==> src/rtl/iod_read_training_tap_ctrl_pkg.sv <==
// Shared types and constants for the DDR4 read-training tap controller.
package iod_training_pkg;

  localparam int TAP_W_DEFAULT = 7;

  localparam logic DIR_INC = 1'b1;
  localparam logic DIR_DEC = 1'b0;

  typedef enum logic [3:0] {
    IDLE,
    LOAD,
    CLEAR,
    SETTLE,
    SAMPLE,
    EVAL,
    STEP,
    CENTER,
    FIN_OK,
    FIN_FAIL
  } tap_state_t;

endpackage

==> src/rtl/iod_read_training_tap_ctrl_if.sv <==
// Lane-facing and sequencer-facing signals of one read-training IOD lane.
interface iod_read_training_tap_ctrl_if
  import iod_training_pkg::*;
#(
  parameter int TAP_W = TAP_W_DEFAULT
) ();

  logic             START;
  logic [7:0]       RX_DATA_0;
  logic             EYE_MONITOR_EARLY_0;
  logic             EYE_MONITOR_LATE_0;
  logic             DELAY_LINE_OUT_OF_RANGE_0;
  logic             DELAY_LINE_LOAD_0;
  logic             DELAY_LINE_MOVE_0;
  logic             DELAY_LINE_DIRECTION_0;
  logic             EYE_MONITOR_CLEAR_FLAGS_0;
  logic             BUSY;
  logic             DONE;
  logic             FAIL;
  logic [TAP_W-1:0] TAP;
  logic [TAP_W-1:0] EYE_LEFT;
  logic [TAP_W-1:0] EYE_RIGHT;

  modport master (
    input  START, RX_DATA_0, EYE_MONITOR_EARLY_0, EYE_MONITOR_LATE_0,
           DELAY_LINE_OUT_OF_RANGE_0,
    output DELAY_LINE_LOAD_0, DELAY_LINE_MOVE_0, DELAY_LINE_DIRECTION_0,
           EYE_MONITOR_CLEAR_FLAGS_0, BUSY, DONE, FAIL, TAP, EYE_LEFT, EYE_RIGHT
  );

  modport slave (
    output START, RX_DATA_0, EYE_MONITOR_EARLY_0, EYE_MONITOR_LATE_0,
           DELAY_LINE_OUT_OF_RANGE_0,
    input  DELAY_LINE_LOAD_0, DELAY_LINE_MOVE_0, DELAY_LINE_DIRECTION_0,
           EYE_MONITOR_CLEAR_FLAGS_0, BUSY, DONE, FAIL, TAP, EYE_LEFT, EYE_RIGHT
  );

endinterface

==> src/rtl/iod_read_training_tap_ctrl_settle_timer.sv <==
// Loadable down-counter; done strobes in the Nth cycle after a load of N.
module training_settle_timer #(
  parameter int CNT_W = 4
) (
  input  logic             clk,
  input  logic             rst_n,
  input  logic             load,
  input  logic [CNT_W-1:0] load_val,
  output logic             done
);

  logic [CNT_W-1:0] count_q, count_d;

  always_comb begin
    count_d = count_q;
    if (load) begin
      count_d = load_val;
    end else if (count_q != '0) begin
      count_d = count_q - 1'b1;
    end
  end

  always_ff @(posedge clk or negedge rst_n) begin
    if (!rst_n) begin
      count_q <= '0;
    end else begin
      count_q <= count_d;
    end
  end

  assign done = (count_q == CNT_W'(1));

endmodule

==> src/rtl/iod_read_training_tap_ctrl.sv <==
// Read-training tap controller: sweeps the delay line, finds the first
// contiguous passing window and parks the tap at its centre.
module iod_read_training_tap_ctrl
  import iod_training_pkg::*;
#(
  parameter int         TAP_W         = TAP_W_DEFAULT,
  parameter int         SETTLE_CYCLES = 8,
  parameter int         SAMPLES       = 4,
  parameter logic [7:0] EXP_PATTERN   = 8'h55,
  parameter int         MIN_EYE       = 4
) (
  input  logic                         FAB_CLK,
  input  logic                         ARST_N,
  iod_read_training_tap_ctrl_if.master lane
);

  localparam int               CNT_MAX = (SETTLE_CYCLES > SAMPLES) ? SETTLE_CYCLES : SAMPLES;
  localparam int               CNT_W   = $clog2(CNT_MAX + 1);
  localparam logic [TAP_W-1:0] TAP_MAX = '1;

  tap_state_t       state_q, state_d;
  logic [TAP_W-1:0] tap_q, tap_d;
  logic [TAP_W-1:0] left_q, left_d;
  logic [TAP_W-1:0] right_q, right_d;
  logic [TAP_W-1:0] target_q, target_d;
  logic             busy_q, busy_d;
  logic             done_q, done_d;
  logic             fail_q, fail_d;
  logic             dir_q, dir_d;
  logic             win_open_q, win_open_d;
  logic             words_ok_q, words_ok_d;
  logic             pass_q, pass_d;
  logic             oor_q, oor_d;
  logic             phase_q, phase_d;

  logic             timer_load;
  logic [CNT_W-1:0] timer_val;
  logic             timer_done;
  logic             word_ok;
  logic             sweep_end;
  logic [TAP_W:0]   width;
  logic [TAP_W:0]   mid_sum;

  training_settle_timer #(
    .CNT_W (CNT_W)
  ) u_timer (
    .clk      (FAB_CLK),
    .rst_n    (ARST_N),
    .load     (timer_load),
    .load_val (timer_val),
    .done     (timer_done)
  );

  assign word_ok = (lane.RX_DATA_0 == EXP_PATTERN);

  always_comb begin
    state_d    = state_q;
    tap_d      = tap_q;
    left_d     = left_q;
    right_d    = right_q;
    target_d   = target_q;
    busy_d     = busy_q;
    done_d     = done_q;
    fail_d     = fail_q;
    dir_d      = dir_q;
    win_open_d = win_open_q;
    words_ok_d = words_ok_q;
    pass_d     = pass_q;
    oor_d      = oor_q;
    phase_d    = phase_q;
    timer_load = 1'b0;
    timer_val  = CNT_W'(SETTLE_CYCLES);
    sweep_end  = 1'b0;
    width      = '0;
    mid_sum    = '0;

    case (state_q)
      IDLE: begin
        if (lane.START) begin
          done_d  = 1'b0;
          fail_d  = 1'b0;
          left_d  = '0;
          right_d = '0;
          busy_d  = 1'b1;
          state_d = LOAD;
        end
      end
      LOAD: begin
        tap_d      = '0;
        dir_d      = DIR_INC;
        win_open_d = 1'b0;
        state_d    = CLEAR;
      end
      CLEAR: begin
        timer_load = 1'b1;
        timer_val  = CNT_W'(SETTLE_CYCLES);
        state_d    = SETTLE;
      end
      SETTLE: begin
        if (timer_done) begin
          timer_load = 1'b1;
          timer_val  = CNT_W'(SAMPLES);
          words_ok_d = 1'b1;
          state_d    = SAMPLE;
        end
      end
      // Flags are sticky, so only their state at the final sample matters.
      SAMPLE: begin
        words_ok_d = words_ok_q & word_ok;
        if (timer_done) begin
          pass_d  = words_ok_q & word_ok & ~lane.EYE_MONITOR_EARLY_0
                    & ~lane.EYE_MONITOR_LATE_0 & ~lane.DELAY_LINE_OUT_OF_RANGE_0;
          oor_d   = lane.DELAY_LINE_OUT_OF_RANGE_0;
          state_d = EVAL;
        end
      end
      EVAL: begin
        if (pass_q) begin
          if (!win_open_q) begin
            left_d     = tap_q;
            win_open_d = 1'b1;
          end
          right_d = tap_q;
        end
        sweep_end = (win_open_q && !pass_q) || (tap_q == TAP_MAX) || oor_q;
        width     = {1'b0, right_d} - {1'b0, left_d} + 1'b1;
        mid_sum   = {1'b0, left_d} + {1'b0, right_d};
        if (!sweep_end) begin
          state_d = STEP;
        end else if (!win_open_d || (width < (TAP_W+1)'(MIN_EYE))) begin
          state_d = FIN_FAIL;
        end else begin
          target_d = TAP_W'(mid_sum >> 1);
          dir_d    = DIR_DEC;
          phase_d  = 1'b0;
          state_d  = CENTER;
        end
      end
      STEP: begin
        tap_d   = tap_q + 1'b1;
        state_d = CLEAR;
      end
      // Moves alternate with idle cycles so MOVE is never high back-to-back.
      CENTER: begin
        if (phase_q) begin
          phase_d = 1'b0;
        end else if (tap_q != target_q) begin
          tap_d   = tap_q - 1'b1;
          phase_d = 1'b1;
        end else begin
          state_d = FIN_OK;
        end
      end
      FIN_OK: begin
        done_d  = 1'b1;
        busy_d  = 1'b0;
        state_d = IDLE;
      end
      FIN_FAIL: begin
        fail_d  = 1'b1;
        busy_d  = 1'b0;
        state_d = IDLE;
      end
      default: begin
        state_d = IDLE;
      end
    endcase
  end

  always_ff @(posedge FAB_CLK or negedge ARST_N) begin
    if (!ARST_N) begin
      state_q    <= IDLE;
      tap_q      <= '0;
      left_q     <= '0;
      right_q    <= '0;
      target_q   <= '0;
      busy_q     <= 1'b0;
      done_q     <= 1'b0;
      fail_q     <= 1'b0;
      dir_q      <= 1'b0;
      win_open_q <= 1'b0;
      words_ok_q <= 1'b0;
      pass_q     <= 1'b0;
      oor_q      <= 1'b0;
      phase_q    <= 1'b0;
    end else begin
      state_q    <= state_d;
      tap_q      <= tap_d;
      left_q     <= left_d;
      right_q    <= right_d;
      target_q   <= target_d;
      busy_q     <= busy_d;
      done_q     <= done_d;
      fail_q     <= fail_d;
      dir_q      <= dir_d;
      win_open_q <= win_open_d;
      words_ok_q <= words_ok_d;
      pass_q     <= pass_d;
      oor_q      <= oor_d;
      phase_q    <= phase_d;
    end
  end

  assign lane.DELAY_LINE_LOAD_0         = (state_q == LOAD);
  assign lane.DELAY_LINE_MOVE_0         = (state_q == STEP) ||
                                          ((state_q == CENTER) && !phase_q && (tap_q != target_q));
  assign lane.DELAY_LINE_DIRECTION_0    = dir_q;
  assign lane.EYE_MONITOR_CLEAR_FLAGS_0 = (state_q == CLEAR) ||
                                          ((state_q == CENTER) && !phase_q && (tap_q == target_q));
  assign lane.BUSY                      = busy_q;
  assign lane.DONE                      = done_q;
  assign lane.FAIL                      = fail_q;
  assign lane.TAP                       = tap_q;
  assign lane.EYE_LEFT                  = left_q;
  assign lane.EYE_RIGHT                 = right_q;

endmodule

==> src/flat_wrapper.sv <==
// flat-port wrapper written by rule: the top's interface ports become plain ports
module iod_read_training_tap_ctrl_flat import iod_training_pkg::*;
#(
  parameter int         TAP_W         = TAP_W_DEFAULT,
  parameter int         SETTLE_CYCLES = 8,
  parameter int         SAMPLES       = 4,
  parameter logic [7:0] EXP_PATTERN   = 8'h55,
  parameter int         MIN_EYE       = 4
)
  (FAB_CLK, ARST_N, lane_START, lane_RX_DATA_0, lane_EYE_MONITOR_EARLY_0, lane_EYE_MONITOR_LATE_0, lane_DELAY_LINE_OUT_OF_RANGE_0, lane_DELAY_LINE_LOAD_0, lane_DELAY_LINE_MOVE_0, lane_DELAY_LINE_DIRECTION_0, lane_EYE_MONITOR_CLEAR_FLAGS_0, lane_BUSY, lane_DONE, lane_FAIL, lane_TAP, lane_EYE_LEFT, lane_EYE_RIGHT);
  iod_read_training_tap_ctrl_if #(.TAP_W(TAP_W)) lane_i ();
  input  logic FAB_CLK;
  input  logic ARST_N;
  input wire logic [$bits(lane_i.START)-1:0] lane_START;
  input wire logic [$bits(lane_i.RX_DATA_0)-1:0] lane_RX_DATA_0;
  input wire logic [$bits(lane_i.EYE_MONITOR_EARLY_0)-1:0] lane_EYE_MONITOR_EARLY_0;
  input wire logic [$bits(lane_i.EYE_MONITOR_LATE_0)-1:0] lane_EYE_MONITOR_LATE_0;
  input wire logic [$bits(lane_i.DELAY_LINE_OUT_OF_RANGE_0)-1:0] lane_DELAY_LINE_OUT_OF_RANGE_0;
  output wire logic [$bits(lane_i.DELAY_LINE_LOAD_0)-1:0] lane_DELAY_LINE_LOAD_0;
  output wire logic [$bits(lane_i.DELAY_LINE_MOVE_0)-1:0] lane_DELAY_LINE_MOVE_0;
  output wire logic [$bits(lane_i.DELAY_LINE_DIRECTION_0)-1:0] lane_DELAY_LINE_DIRECTION_0;
  output wire logic [$bits(lane_i.EYE_MONITOR_CLEAR_FLAGS_0)-1:0] lane_EYE_MONITOR_CLEAR_FLAGS_0;
  output wire logic [$bits(lane_i.BUSY)-1:0] lane_BUSY;
  output wire logic [$bits(lane_i.DONE)-1:0] lane_DONE;
  output wire logic [$bits(lane_i.FAIL)-1:0] lane_FAIL;
  output wire logic [$bits(lane_i.TAP)-1:0] lane_TAP;
  output wire logic [$bits(lane_i.EYE_LEFT)-1:0] lane_EYE_LEFT;
  output wire logic [$bits(lane_i.EYE_RIGHT)-1:0] lane_EYE_RIGHT;
  assign lane_i.START = lane_START;
  assign lane_i.RX_DATA_0 = lane_RX_DATA_0;
  assign lane_i.EYE_MONITOR_EARLY_0 = lane_EYE_MONITOR_EARLY_0;
  assign lane_i.EYE_MONITOR_LATE_0 = lane_EYE_MONITOR_LATE_0;
  assign lane_i.DELAY_LINE_OUT_OF_RANGE_0 = lane_DELAY_LINE_OUT_OF_RANGE_0;
  assign lane_DELAY_LINE_LOAD_0 = lane_i.DELAY_LINE_LOAD_0;
  assign lane_DELAY_LINE_MOVE_0 = lane_i.DELAY_LINE_MOVE_0;
  assign lane_DELAY_LINE_DIRECTION_0 = lane_i.DELAY_LINE_DIRECTION_0;
  assign lane_EYE_MONITOR_CLEAR_FLAGS_0 = lane_i.EYE_MONITOR_CLEAR_FLAGS_0;
  assign lane_BUSY = lane_i.BUSY;
  assign lane_DONE = lane_i.DONE;
  assign lane_FAIL = lane_i.FAIL;
  assign lane_TAP = lane_i.TAP;
  assign lane_EYE_LEFT = lane_i.EYE_LEFT;
  assign lane_EYE_RIGHT = lane_i.EYE_RIGHT;
  iod_read_training_tap_ctrl #(.TAP_W(TAP_W), .SETTLE_CYCLES(SETTLE_CYCLES), .SAMPLES(SAMPLES), .EXP_PATTERN(EXP_PATTERN), .MIN_EYE(MIN_EYE)) u_core (.FAB_CLK(FAB_CLK), .ARST_N(ARST_N), .lane(lane_i));
endmodule
==> config.mk <==
export PLATFORM = sky130hd
export DESIGN_NAME = iod_read_training_tap_ctrl_flat
export DESIGN_NICKNAME = d
export VERILOG_FILES = /design/src/rtl/iod_read_training_tap_ctrl_pkg.sv /design/src/rtl/iod_read_training_tap_ctrl_if.sv /design/src/rtl/iod_read_training_tap_ctrl_settle_timer.sv /design/src/rtl/iod_read_training_tap_ctrl.sv /design/src/flat_wrapper.sv
export SDC_FILE = /design/constraint.sdc
export NUM_CORES = 1
export LEC_CHECK = 0
export ABC_AREA = 1
export BUFFER_PORTS_ARGS = -buffer_cell sky130_fd_sc_hd__buf_2
export CORE_UTILIZATION = 50
export DETAILED_ROUTE_END_ITERATION = 8
export PLACE_DENSITY = 0.74
export SYNTH_ARGS = -nofsm -noshare
export SYNTH_HDL_FRONTEND = slang
export SYNTH_SLANG_ARGS = --single-unit
export TNS_END_PERCENT = 20
==> constraint.sdc <==
create_clock -name FAB_CLK -period 6.4 [get_ports FAB_CLK]
set_input_delay 0 -clock FAB_CLK [delete_from_list [all_inputs] [get_ports FAB_CLK]]
set_output_delay 0 -clock FAB_CLK [all_outputs]
set_load 0.01 [all_outputs]
==> impl_metrics.ini <==
[run_status]
outcome = finished clean

[yosys]
synth_cells = 402
synth-main-ff-cell = sky130_fd_sc_hd__dfrtp_1
postSynthRegisterBits = 45
synth_enable_flop_cells = 0
yosys_warnings = 0
synth-async-reset-ratio_pct = 100
synth.net_count = 444
synth.cell_area_sq_mm = 0.00317
syn_area_per_cell_sq_um = 7.89
post_synth_num_cell_types = 43
synth_seq_area_share_pct = 35.5

[sta]
final_max_slew_viol_count = 0
unrepaired_setup_endpoints_after_global_routing = false
fin_worst_skew_ns = 0.00740
tightest_slew_ns = 1.00
period_needed_ns = 3.76
finalSetupViolations = 0
timing.setup.tns_ns = 0
hold_violations = 0
maxSlewHeadroom_pct = 33.3
timing.final.crit_share_pct = 58.7
timing.fmax_mhz = 266

[floorplan]
die_x_microns = 81.6
start_util_pct = 52.6
floorplan.io_pins = 42
chipHeight_microns = 81.6
core_area_sq_mm = 0.00603
area_of_the_die_sq_mm = 0.00666
placement_rows = 28

[global_route]
vias_in_the_first_global_route = 2598
grt_start_max_net_pins = 46
antenna_found_initial = 0
grt_pass1_wl_microns = 12100
grt-ovfl-total = 0
grt.total_usage_pct = 24.4

[clocking]
total_clock_sinks = 45
cts.path.max_buffers = 2
clk_pin_slew_ns = 0.09
cts_resized = 0
cts_buffers = 5
cts.hold.buffers_added = 2
clock_insertion_delay_worst_skew_ns = 0.29
cts_tree = yes
postCtsSetupRepairBufs = 0
cts.root.buffer_cell = sky130_fd_sc_hd__clkbuf_8
cts.htree.levels = 2

[pwr]
pwr-share-seq_pct = 26.8
p_comb_share_pct = 57.8
fin_total_pwr_mw = 1.62
switchingPower_uw = 756
pwr_density_cell_mw_per_mm2 = 451
power_report.internal_total_uw = 861
power.leakage_nw = 1.89
vdd_ir_drop_max_uv = 204
p_sw_share_pct = 46.7
clkPwrFrac_pct = 15.4

[worst_setup_path]
crit_path_max_fanout = 19
cp-start-kind = flip-flop
most_prevalent_standard_cell_on_the_critical_path = sky130_fd_sc_hd__nand2_1
timing.rr.end = u_core.target_q[6]$_DFFE_PN0P_
worst_r2r_path_depth = 18
required_ns = 6.58
r2r_start = u_core.pass_q$_DFFE_PN0P_
path_class = flip-flop to flip-flop
crit_path_top_delay_cell = sky130_fd_sc_hd__dfrtp_1
worst_path_largest_cell_delay_ns = 0.70
critPathCaptureType = flip-flop
ff2ff_setup_slack_ns = 2.64
critPathArrivalTime_ns = 3.94
crit_chain = nand2_2 -> o21ai_0 -> inv_1 -> ha_1 -> nor2_4 -> nand2_1 -> fa_1 -> inv_1 -> nand3_1 -> nand2_1 -> nand2_1 -> a21oi_1 -> nand2_1 -> nor2_1 -> nand3_2 -> nand3_4 -> nand2_1 -> a21boi_1

[place]
dp_hpwl_microns = 5710
port_buffers = 41
gpl.final_weighted_congestion = 0.905

[detailed_routing]
postRouteAntennaNets = 0
overall_via_count_from_detail_route = 2772
avgViaCountPerCell = 5.30
detail_route.wirelength_microns = 7370
drtIter0Drc = 220
post-route-drc-count = 0
first_pass_iters = 4
post_drt_wl_per_cell_microns = 14.1

[hold_path]
worstHoldPathCells = 4
whs_endpoint = u_core.pass_q$_DFFE_PN0P_
worstHoldStart = lane_RX_DATA_0[7]
min_path_type = input pin to flip-flop

[cells_and_area]
mostFrequentLayoutCells = 70 x sky130_fd_sc_hd__nand2_1, 63 x sky130_fd_sc_hd__inv_1, 45 x sky130_fd_sc_hd__dfrtp_1
area_growth_syn_to_layout_pct = 12.9
final_common_cell = sky130_fd_sc_hd__nand2_1
antenna_cells = 0
final_layout_size_suffix_gt1_share_pct = 19.6
nets = 489

[flow_run]
max-cap-violations = 0
critical path: cells and delay by family (launching register included):
| family | cells | cell delay (ns) |
|---|---|---|
| and+or+nand+nor | 11 | 1.31 |
| adders and majority gates | 2 | 0.72 |
| DFF | 1 | 0.70 |
| AOI/OAI and AO/OA | 3 | 0.69 |
| buffers and inverters | 2 | 0.22 |
cell usage after synthesis (2+ instances only):
cell type	n	share of area, %
sky130_fd_sc_hd__nor2_4	2	0.71
sky130_fd_sc_hd__inv_2	7	0.83
sky130_fd_sc_hd__a31oi_1	2	0.39
sky130_fd_sc_hd__o21ai_0	33	5.2
sky130_fd_sc_hd__dfrtp_1	45	36
sky130_fd_sc_hd__o21ai_2	6	1.7
sky130_fd_sc_hd__nor3_1	6	0.95
sky130_fd_sc_hd__ha_1	25	9.9
sky130_fd_sc_hd__a21oi_1	15	2.4
sky130_fd_sc_hd__nand2_2	13	2.6
sky130_fd_sc_hd__clkbuf_1	3	0.36
sky130_fd_sc_hd__o31ai_1	2	0.47
sky130_fd_sc_hd__nand3_2	3	0.95
sky130_fd_sc_hd__nor2_2	3	0.59
sky130_fd_sc_hd__o22ai_1	9	1.8
sky130_fd_sc_hd__a22oi_1	2	0.47
sky130_fd_sc_hd__nand2_1	70	8.3
sky130_fd_sc_hd__xor2_1	7	1.9
sky130_fd_sc_hd__nand4_1	6	1.2
sky130_fd_sc_hd__xnor2_1	8	2.2
sky130_fd_sc_hd__or2_2	2	0.39
sky130_fd_sc_hd__a211oi_1	2	0.47
sky130_fd_sc_hd__inv_1	63	7.5
sky130_fd_sc_hd__a22o_1	2	0.55
sky130_fd_sc_hd__nand3_1	17	2.7
sky130_fd_sc_hd__nor2_1	30	3.6
sky130_fd_sc_hd__fa_1	3	1.9
power by group through the flow:
| stage | Combinational, mW | Sequential [mW] | Clock, mW |
|---|---|---|---|
| after floorplan | 0.684 | 0.441 | 0 |
| after global placement | 0.905 | 0.434 | 0 |
| after detailed placement | 0.923 | 0.437 | 0 |
| after CTS | 0.933 | 0.432 | 0.254 |
| after global routing | 1.08 | 0.445 | 0.266 |
| final | 0.934 | 0.433 | 0.250 |
flip-flops by register name, summed over array words and instances (netlist names):
register and count:
u_core.oor_q 1, u_core.lane.DELAY_LINE_DIRECTION_0 1, u_core.u_timer.count_q 4, u_core.state_q 4
u_core.words_ok_q 1, u_core.lane.EYE_RIGHT 7, u_core.lane.BUSY 1, u_core.win_open_q 1
u_core.lane.TAP 7, u_core.pass_q 1, u_core.phase_q 1, u_core.lane.DONE 1
u_core.lane.FAIL 1, u_core.lane.EYE_LEFT 7, u_core.target_q 7
worst max-delay path by stage:
stage	startpoint	end	cells past startpoint
floorplan	u_core.win_open_q$_DFFE_PN0P_	u_core.state_q[2]$_DFFE_PN0P_	23
global placement	u_core.pass_q$_DFFE_PN0P_	u_core.target_q[6]$_DFFE_PN0P_	18
detailed placement	u_core.pass_q$_DFFE_PN0P_	u_core.target_q[6]$_DFFE_PN0P_	18
CTS	u_core.pass_q$_DFFE_PN0P_	u_core.target_q[6]$_DFFE_PN0P_	18
global route	u_core.pass_q$_DFFE_PN0P_	u_core.target_q[6]$_DFFE_PN0P_	18
finish	u_core.pass_q$_DFFE_PN0P_	u_core.target_q[6]$_DFFE_PN0P_	18
per-layer routing:
layer	wire length (microns)	track usage [%]	up-vias	part of all wire (%)
li1	-	-	1403	-
met1	3450	33.9	1271	47
met2	3320	39.6	89	45
met3	525	4.00	9	7.1
met4	74	5.96	0	1.0
met5	0	0	-	0
stage by stage:
stage,instance area [sq um],utilization (%),cells,hold WS [ns],worst slack (ns)
detailed placement,3430,56.9,513,0.226,2.68
CTS,3580,59.4,523,0.00557,2.66
floorplan,3170,-,402,-0.296,3.31
global route,3580,59.4,523,0.0144,2.23
finish,3580,59.4,523,0.00257,2.64
global placement,3430,56.9,513,0.212,2.83
cell families after synthesis:
kind of cell	share of synthesized area (%)
buf+inv	9.63
simple gates	23.2
fa+ha+maj	11.8
xor+xnor	4.14
mux	0.355
compound gates	15.4
flops	35.5
cell type report:
type	instances	area, sq um
fill	585	2440
multi-input combinational	282	1740
sequential	45	1130
inverter	70	263
timing repair buffer	43	225
tap	75	93.8
clock buffer	5	68.8
clock inverter	3	65.1
No activity file was read; power rests on OpenSTA's default activity.
